[src/rtl/fetch_pc_pkg.sv]
// Shared CPU fetch package: default fetch parameters and the redirect-kind encoding.
package fetch_pc_pkg;

    localparam int FETCH_AW        = 11;
    localparam int FETCH_STEP      = 1;
    localparam int FETCH_RESET_VEC = 0;
    localparam int FETCH_RAS_DEPTH = 4;

    typedef enum logic [1:0] {
        NONE   = 2'd0,
        BRANCH = 2'd1,
        RET    = 2'd2,
        CALL   = 2'd3
    } redirect_kind_e;

endpackage

[src/rtl/fetch_ras.sv]
// Circular return-address stack; a push when full overwrites the oldest entry.
module fetch_ras
    import fetch_pc_pkg::*;
#(
    parameter int AW    = FETCH_AW,
    parameter int DEPTH = FETCH_RAS_DEPTH
) (
    input  logic          clk,
    input  logic          reset,
    input  logic          push,
    input  logic          pop,
    input  logic [AW-1:0] push_data,
    output logic [AW-1:0] top,
    output logic          empty,
    output logic          full,
    output logic          err
);

    localparam int PW = $clog2(DEPTH);
    localparam int OW = PW + 1;

    logic [AW-1:0] mem_r [DEPTH];
    logic [PW-1:0] wr_ptr_r;
    logic [PW-1:0] top_idx_s;
    logic [OW-1:0] occ_r;
    logic          err_r;

    // wr_ptr_r always names the next free slot, which is also the oldest entry once full
    assign top_idx_s = wr_ptr_r - PW'(1);
    assign top       = mem_r[top_idx_s];
    assign empty     = (occ_r == OW'(0));
    assign full      = (occ_r == OW'(DEPTH));
    assign err       = err_r;

    // Pointer, occupancy and sticky error; pop wins if both are requested
    always_ff @(posedge clk) begin
        if (reset) begin
            wr_ptr_r <= PW'(0);
            occ_r    <= OW'(0);
            err_r    <= 1'b0;
        end else if (pop) begin
            if (!empty) begin
                wr_ptr_r <= wr_ptr_r - PW'(1);
                occ_r    <= occ_r - OW'(1);
            end else begin
                err_r    <= 1'b1;
            end
        end else if (push) begin
            wr_ptr_r <= wr_ptr_r + PW'(1);
            if (full) begin
                err_r <= 1'b1;
            end else begin
                occ_r <= occ_r + OW'(1);
            end
        end
    end

    // Entry storage, deliberately not reset
    always_ff @(posedge clk) begin
        if (!reset && !pop && push) begin
            mem_r[wr_ptr_r] <= push_data;
        end
    end

endmodule

[src/rtl/fetch_pc.sv]
// Program-counter register with branch/return/call/stall priority and a return-address stack.
module fetch_pc
    import fetch_pc_pkg::*;
#(
    parameter int AW        = FETCH_AW,
    parameter int STEP      = FETCH_STEP,
    parameter int RESET_VEC = FETCH_RESET_VEC,
    parameter int RAS_DEPTH = FETCH_RAS_DEPTH
) (
    input  logic          clk,
    input  logic          reset,
    input  logic          stall,
    input  logic          branch_valid,
    input  logic [AW-1:0] branch_address,
    input  logic          call_valid,
    input  logic [AW-1:0] call_target,
    input  logic          ret_valid,
    output logic [AW-1:0] cnt,
    output logic          ras_empty,
    output logic          ras_full,
    output logic          ras_err
);

    redirect_kind_e kind_s;
    logic [AW-1:0]  cnt_r;
    logic [AW-1:0]  next_cnt_s;
    logic [AW-1:0]  seq_s;
    logic [AW-1:0]  ras_top_s;
    logic           push_s;
    logic           pop_s;

    assign cnt   = cnt_r;
    assign seq_s = cnt_r + AW'(STEP);

    // Select the single winning redirect for this cycle
    always_comb begin
        kind_s = NONE;
        if (branch_valid) begin
            kind_s = BRANCH;
        end else if (ret_valid) begin
            kind_s = RET;
        end else if (call_valid) begin
            kind_s = CALL;
        end else begin
            kind_s = NONE;
        end
    end

    // Next-PC mux and stack requests; a losing request never touches the stack
    always_comb begin
        next_cnt_s = cnt_r;
        push_s     = 1'b0;
        pop_s      = 1'b0;
        case (kind_s)
            BRANCH: next_cnt_s = branch_address;
            RET: begin
                pop_s = 1'b1;
                if (!ras_empty) begin
                    next_cnt_s = ras_top_s;
                end else if (!stall) begin
                    next_cnt_s = seq_s;
                end else begin
                    next_cnt_s = cnt_r;
                end
            end
            CALL: begin
                push_s     = 1'b1;
                next_cnt_s = call_target;
            end
            NONE: begin
                if (!stall) begin
                    next_cnt_s = seq_s;
                end else begin
                    next_cnt_s = cnt_r;
                end
            end
            default: next_cnt_s = cnt_r;
        endcase
    end

    // Program-counter register
    always_ff @(posedge clk) begin
        if (reset) begin
            cnt_r <= AW'(RESET_VEC);
        end else begin
            cnt_r <= next_cnt_s;
        end
    end

    fetch_ras #(
        .AW    (AW),
        .DEPTH (RAS_DEPTH)
    ) u_ras (
        .clk       (clk),
        .reset     (reset),
        .push      (push_s),
        .pop       (pop_s),
        .push_data (seq_s),
        .top       (ras_top_s),
        .empty     (ras_empty),
        .full      (ras_full),
        .err       (ras_err)
    );

endmodule

[config.mk]
export PLATFORM = sky130hd
export DESIGN_NAME = fetch_pc
export DESIGN_NICKNAME = d
export VERILOG_FILES = /design/src/rtl/fetch_pc_pkg.sv /design/src/rtl/fetch_ras.sv /design/src/rtl/fetch_pc.sv
export SDC_FILE = /design/constraint.sdc
export NUM_CORES = 1
export LEC_CHECK = 0
export CORE_ASPECT_RATIO = 0.8
export CORE_MARGIN = 8
export CORE_UTILIZATION = 58
export DETAILED_ROUTE_END_ITERATION = 10
export PLACE_DENSITY = 0.85
export SKIP_LAST_GASP = 1
export SLEW_MARGIN = 20
export SYNTH_ARGS = -nofsm -noshare
export SYNTH_HDL_FRONTEND = slang
export SYNTH_SLANG_ARGS = --single-unit
[constraint.sdc]
create_clock -name clk -period 4.5 [get_ports clk]
set_input_delay 0.45 -clock clk [delete_from_list [all_inputs] [get_ports clk]]
set_output_delay 0.45 -clock clk [all_outputs]
set_load 0.02 [all_outputs]
Word-level counts from Yosys, hierarchy flattened --
Memory sizes are Yosys's and may differ from the RTL's. Cells that the tools add are included.
Word-level totals: bits of input ports 28, logic and storage cells 49, output and inout bits 14, memories kept 1, memory bits (writable) 44, register bits 17
Memories:
- u_ras.mem_r | depth 4, bits a word 11, rd ports 1, clocked after memory_dff 0, write ports 1, line fetch_ras.sv:22 | logic [AW-1:0] mem_r [DEPTH];
Cells by class: mux-type cells 21, add/subtract/negate cells 5, reduce and logical (&&, ||, !) cells 11, equal/unequal tests 7
Operator list (number):
- one-hot mux 11 bit (4 select lines) | 1
- 2-to-1 mux 11 bit | 2
- 2-to-1 mux 2 bit | 6
- 2-to-1 mux 3 bit | 4
- adder 11 x 1 -> 11 bit (second input constant) | 1
- 2-to-1 mux 1 bit | 8
- AND reduction 3 bit | 2
- == test 2 bit (second input constant) | 2
- != test 2 bit (second input constant) | 2
- nonzero test 2 bit | 2
- adder 3 x 1 -> 3 bit (second input constant) | 1
- == test 3 bit (second input constant) | 1
- logical NOT 3 bit | 1
- subtractor 3 x 1 -> 3 bit (second input constant) | 1
- adder 2 x 1 -> 2 bit (second input constant) | 1
- == test 2 x 1 -> 1 bit (second input constant) | 1
- logical AND 1 bit | 2
- logical NOT 1 bit | 2
- logical NOT 2 bit | 1
- != test 2 x 1 -> 1 bit (second input constant) | 1
- AND reduction 2 bit | 1
- subtractor 2 x 1 -> 2 bit (second input constant) | 1

Depth between registers and ports, before layout --
word-level depth 10, gate-level depth with buffers 7, depth with buffers taken out 5

Hierarchy --
From an unflattened synthesis, not the netlist that was laid out.
Unflattened totals: cells, all modules 236, area total of the unflattened synthesis 3067.9 um^2
Modules (own cells, without submodules):
- fetch_ras | cells an instance 112, sequential area each 1441.4 um^2, times used 1, area each 2067.0 um^2
- fetch_pc | cells an instance 124, sequential area each 220.2 um^2, times used 1, area each 1001.0 um^2

Least setup slack after synthesis --
No wires, ideal clock.
path kind register -> register, from register u_ras.wr_ptr_r[0], to register cnt_r[2], in the netlist cnt[2], data arrival time 1849 ps, library setup time 151 ps, period minus slack after synthesis 2000 ps, cell stages (with the launch flop) 8, required time 4349 ps, buffers on the path 2, slack 2500 ps, cell sequence dfxtp_1 buf_6 inv_1 ha_1 buf_2 mux4_2 a221oi_2 a221oi_1
On the way: word-level cells in the longest chain between the ends 4
RTL lines:
- start: declaration | line fetch_ras.sv:23 | logic [PW-1:0] wr_ptr_r;
- start signal: assignment | line fetch_ras.sv:43 | wr_ptr_r <= wr_ptr_r - PW'(1);
- start signal: assignment | line fetch_ras.sv:49 | wr_ptr_r <= wr_ptr_r + PW'(1);
- subtractor 2 x 1 -> 2 bit | line fetch_ras.sv:29 | assign top_idx_s = wr_ptr_r - PW'(1);
- memory (4 x 11 bit)
- 2-to-1 mux 11 bit | line fetch_pc.sv:58 | if (!ras_empty) begin
- one-hot mux 11 bit (4 select lines) | line fetch_pc.sv:54 | case (kind_s)
- end signal: assignment | line fetch_pc.sv:84 | cnt_r <= AW'(RESET_VEC);
- end signal: assignment | line fetch_pc.sv:86 | cnt_r <= next_cnt_s;
- end: declaration | line fetch_pc.sv:25 | logic [AW-1:0] cnt_r;
Every way passes these cells. A chain may end at the register's enable or synchronous reset.

Worst setup path after layout --
from register u_ras.wr_ptr_r[0], to register cnt_r[9], in the netlist cnt[9]
Same word-level chain as after synthesis.

==> metrics <==
status=complete, no violations; crit path max fanout=15; total chip power=1.37 mW; Sw Pwr=365 uW; Initial Util=60.3%; Pre-antenna DRT Iters=4; synth warn=0; max_slew headroom=39.1%; DR WL met3=530 microns; final setup vio count=0; Peak VDD IR=0.305 mV; Avg Cell Area, Syn=13.6 sq um; Final Net Count=298; CTS tree=done; Mapped Area=3020 sq um; vias in the first global route=2069; clk buf depth=2; synth top area cells=edfxtp_1 44%, dfxtp_1 11%, a221oi_2 6.0%; crit end category=flip-flop; Required @ worst endpoint=4.73 ns; startpoint types=flip-flop; cts bufs inserted=9; final hold vios=0; fraction of layout cells with a size suffix above 1=16.7%; Core Area=5010 sq um; Post-CTS Setup Bufs=0; chip width=96.6 microns; combinational share of power=17.3%; DRC=0; maximum clock rate=359 MHz; ant diodes=0; crit path kind=reg2reg; Max-Cap Viols=0; met2 WL post-DR=3320 microns; Power Internal=1.00 mW; Antenna Violating Nets Remaining=0; final worst-path cycle share=61.8%; syn nets=256; antenna violations before repair=0; number of cells after detailed placement=315; DP Wirelength=4710 microns; Yosys reg bits=61; Pleak=1.24 nW; min Tclk post-route=2.78 ns; first-pass GRT wire length=11000 microns; clock root buffer=clkbuf_8; hold buffers post-CTS=0; post_cts resized=0; DIE HEIGHT=80.5 microns; sequential power share=48.5%; GP Congestion=0.809; overall overflow remaining after global route=0; H-tree lvl count=3; CTS Sinks=61; min-delay worst type=reg2reg; highest routed layer=met4; post-synth top area share=43.8%; RSZ-0062 raised after global routing=no; pwr dens=375 nW/um^2; register area share after synthesis=55.1%; Die Area=7780 sq um; Clock transition at path regs=0.07 ns; clk_lat worst skew=0.34 ns; GRT Util Overall=18.3%; vias per cell=6.12; Top Ports=42; fin cells=331; Slew @ Worst Pin=0.912 ns; Synth-to-Final Area Change=20.8%; First DRT Iteration DRCs=122; via count=2026; Net Sw Frac=26.7%; cell row count=23; post-route cell area=3650 sq um; max-slew violations=0; port buffer count=41; cell accounting for the most synthesized area=edfxtp_1; Metal-1 WL=3040 microns; post-place instance area=3450 sq um; Arr. time, crit path=3.02 ns; per-cell routed wire length=21.0 microns; WL final=6960 microns; Layout Skew=0.00630 ns; cell count after synthesis=222; setup_tns=0 ns; post-synthesis cell type count=43; largest net degree at the start of global routing=32; clock power share=34.3%
through the flow:
step	utilization (%)	worst slack (ns)	hold slack, ns
after floorplan	-	2.50	0.500
after global placement	69.0	1.79	0.454
after CTS	72.8	1.69	0.481
after global routing	72.8	1.51	0.499
after detailed placement	69.0	1.71	0.465
final	72.8	1.72	0.472
layout by cell type, fill, tap and decap left out, types with 3 or more instances in the layout:
cell,instances
clkbuf_8,9
buf_4,3
dfxtp_1,17
a221oi_1,5
and2_1,5
a221oi_2,12
a21o_1,3
clkdlybuf4s50_1,41
nor4_1,5
o22ai_1,4
a21oi_1,3
xor2_1,7
ha_1,5
nand2b_1,3
edfxtp_1,44
mux4_1,3
o21ai_0,4
mux2_2,3
mux4_2,8
xnor2_1,13
nand3_1,3
nor2_1,9
nor3_1,6
inv_1,16
nand2_1,10
layout make-up:
type                            count  area [sq um]
Fill cell                         327          1360
Sequential cell                    61          1660
Tap cell                           62          77.6
Clock inverter                      6          63.8
Inverter                           16          60.1
Clock buffer                       10           128
Multi-Input combinational cell    132          1220
Timing Repair Buffer               44           433
cell usage after synthesis (all sizes together):
cell type  instances
and2b              1
xnor2             13
inv               16
nand3b             1
fa                 1
dfxtp             17
nor2               9
nor4b              2
a221oi            17
nand4b             1
mux4              11
edfxtp            44
o22ai              4
nor3               7
nand3              5
clkbuf             5
o21ai              4
a211oi             2
a21o               3
o2bb2ai            1
or3                1
a211o              1
ha                 5
o21ba              1
a221o              1
nand4              1
mux2               3
o31a               2
xor2               7
buf                8
a31oi              1
a21oi              3
and2               5
nand2             10
o21a               1
nor4               5
nand2b             3
power by group through the flow:
stage                     Combinational (mW)  Sequential, mW  Clock, mW
after global placement                 0.230           0.674          0
after CTS                              0.237           0.662      0.472
after floorplan                        0.156           0.668          0
after detailed placement               0.236           0.674          0
final                                  0.236           0.662      0.468
after global routing                   0.256           0.666      0.493
cells by family (layout without fill, tap and decap cells):
kind of cell	count (synthesis)	after routing	share of synthesized area, %
flip-flops	61	61	55.1
XOR/XNOR	20	20	5.80
AO/OA/AOI/OAI	41	41	12.9
adder cells (fa/ha/maj)	6	6	2.74
multiplexers	14	14	9.70
buffers and inverters	29	76	4.44
AND/OR/NAND/NOR	51	51	9.33
routing by layer:
metal,track usage [%],up-vias
met5,0,-
met3,6.26,9
met1,22.0,998
met4,5.21,0
met2,30.6,84
li1,-,935
final timing paths:
path	endpoint	cells after the start	startpoint	slack, ns
max reg2reg	cnt[9]$_SDFF_PP0_	5	u_ras.wr_ptr_r[0]$_SDFFE_PP0P_	1.72
max	cnt[9]$_SDFF_PP0_	5	u_ras.wr_ptr_r[0]$_SDFFE_PP0P_	1.72
min	u_ras.err$_SDFFE_PP0P_	2	u_ras.err$_SDFFE_PP0P_	0.47
min reg2reg	u_ras.err$_SDFFE_PP0P_	2	u_ras.err$_SDFFE_PP0P_	0.47
flip-flops by register name (all words and copies together) (netlist names):
signal          cells
u_ras.mem_r        44
u_ras.err           1
cnt                11
u_ras.occ_r         3
u_ras.wr_ptr_r      2
critical path: stages (launching register included):
cell,delay [ns]
dfxtp_1,0.92
inv_1,0.17
ha_1,0.72
mux4_1,0.38
a221o_1,0.36
o2bb2ai_1,0.12
Note: power is estimated with default switching activity, not from simulation.
==> RTL change (config.mk and constraints unchanged) <==
`FETCH_AW`: 11 -> 10.
--- a/src/rtl/fetch_pc_pkg.sv
+++ b/src/rtl/fetch_pc_pkg.sv
@@ -1,7 +1,7 @@
 // Shared CPU fetch package: default fetch parameters and the redirect-kind encoding.
 package fetch_pc_pkg;
 
-    localparam int FETCH_AW        = 11;
+    localparam int FETCH_AW        = 10;
     localparam int FETCH_STEP      = 1;
     localparam int FETCH_RESET_VEC = 0;
     localparam int FETCH_RAS_DEPTH = 4;
Interface: changed (resized branch_address, call_target and cnt); port bits go from 42 to 39. No check against the original RTL was run, so the function may have changed too.
==> RTL change against the original RTL <==
Area after synthesis is 12% lower; synthesized cell count is 10% lower; cell count is 10% lower; wire length is 14% lower; combinational power is 28% lower; cell area is 13% lower; setup slack better by 0.054 ns; power is 24% lower; critical path depth stayed put; sequential cell count is 5 lower.
==> RTL change: results (changes against the original RTL) <==
* Num CTS Buffers at 5 (was 9)
* Post-DR wirelength/cell at 20.1 um (was 21.0 um)
* Distinct cells, synth at 41 (was 43)
* VDD IR max at 0.000290 V (was 0.000305 V)
* Syn nets at 231 (was 256)
* Peak fanout along the critical path at 14 (was 15)
* Final-stage net count at 268 (was 298)
* Post-DP HPWL at 4220 um (was 4710 um)
* First-pass GRT wire length at 9740 um (was 11,000 um)
* Critical Path AT at 2.91 ns (was 3.02 ns)
* Clock tree buffer depth at 2 (unchanged)
* # diodes at 0 (unchanged)
* Dominant cells by area after synthesis: edfxtp_1 45%, dfxtp_1 12%, mux4_2 8.5%, xnor2_1 4.0%, a221oi_1 3.0% (was edfxtp_1 44%, dfxtp_1 11%, a221oi_2 6.0%, mux4_2 6.0%, xnor2_1 3.8%)
* Tightest Pin Transition at 0.928 ns (was 0.912 ns)
* Synth Area in Adders at 3.11% (was 2.74%)
* Asr flop ratio synth at 0% (unchanged)
* Clock-pin slew on the worst setup and hold paths at 0.10 ns (was 0.07 ns)
* Pre-antenna DRT Iters at 4 (unchanged)
* Largest net degree at the start of global routing at 17 (was 32)
* Status: finished clean (unchanged)
* Startpoint types: flip-flop (unchanged)
* Fraction of synthesized area in multiplexers at 8.92% (was 9.70%)
* Largest register FFs at 40 (was 44)
* Seq/Total Area, Yosys at 57.4% (was 55.1%)
* EDFF count, synth at 40 (was 44)
* Layout Skew at 0.00436 ns (was 0.00630 ns)
* Fill count at 309 (was 327)
* Placed Area at 3070 um2 (was 3450 um2)
* Static Leakage at 1.02 nW (was 1.24 nW)
* Post-CTS Setup Inserts at 0 (unchanged)
* Global Route Usage Sum at 17.9% (was 18.3%)
* Synth Area in Compound Gates at 12.6% (was 12.9%)
* Vias in the first global route at 1,859 (was 2,069)
* Syn. warnings at 0 (unchanged)
* Routability congestion estimate at 0.817 (was 0.809)
* Layout cells sized above 1 at 11.4% (was 16.7%)
* Initial DRC count at 119 (was 122)
* Xor and xnor area share after synthesis at 5.62% (was 5.80%)
* # H-tree levels at 2 (was 3)
* Worst skew pair latency at 0.31 ns (was 0.34 ns)
* Total vias in the final route at 1,797 (was 2,026)
* Synth top cells by count: 40 x edfxtp_1, 16 x dfxtp_1, 13 x inv_1 (was 44 x edfxtp_1, 17 x dfxtp_1, 16 x inv_1)
* Biggest register: u_ras.mem_r (unchanged)
* I/O Buffers at 38 (was 41)
==> RTL change: cell types whose count changed in the layout (fill, tap and decap cells not counted), sizes merged, moves of 4 or more <==
| cell | change |
|---|---|
| o21ai | +6 |
| edfxtp | -4 |
| nand2 | -4 |
| clkbuf | -4 |
| a221oi | -4 |
| nor4 | -4 |
==> RTL change: area by class of cell <==
| class | count | share of cell area (%) |
|---|---|---|
| sequential | 56 | 48.2 |
| multi-input combinational | 120 | 32.8 |
| tap | 60 | 2.38 |
| clock inverter | 2 | 0.357 |
| inverter | 14 | 1.66 |
| timing repair buffer | 39 | 12.3 |
| clock buffer | 6 | 2.30 |
==> RTL change: metrics by stage <==
step | worst slack [ns] | std cells | util, %
after global placement | 1.72 | 289 | 68.5
after detailed placement | 1.69 | 289 | 68.5
after CTS | 1.74 | 297 | 70.4
final | 1.77 | 297 | 70.4
after global routing | 1.56 | 297 | 70.4
after floorplan | 2.28 | 199 | -
==> RTL change: power breakdown <==
part | switching, mW | leakage, nW | internal, mW | total [mW]
clock | 0.161 | 0.0388 | 0.108 | 0.269
combinational | 0.0845 | 0.487 | 0.0867 | 0.171
sequential | 0.0225 | 0.496 | 0.570 | 0.593
==> RTL change: path summary, 6_finish.rpt <==
path / endpoint / slack (ns) / cells after the start
worst min register to register: u_ras.err / 0.48 / 1
worst min-delay path: u_ras.err / 0.48 / 1
worst max register to register: cnt[4] / 1.77 / 5
worst max-delay path: cnt[4] / 1.77 / 5
==> RTL change: routing by layer <==
layer	vias up	GRT usage (%)	part of all wire (%)
li1	837	-	-
met1	889	23.5	44
met2	64	27.0	47
met3	7	6.10	8.9
met4	0	5.22	0.81
met5	-	0	0
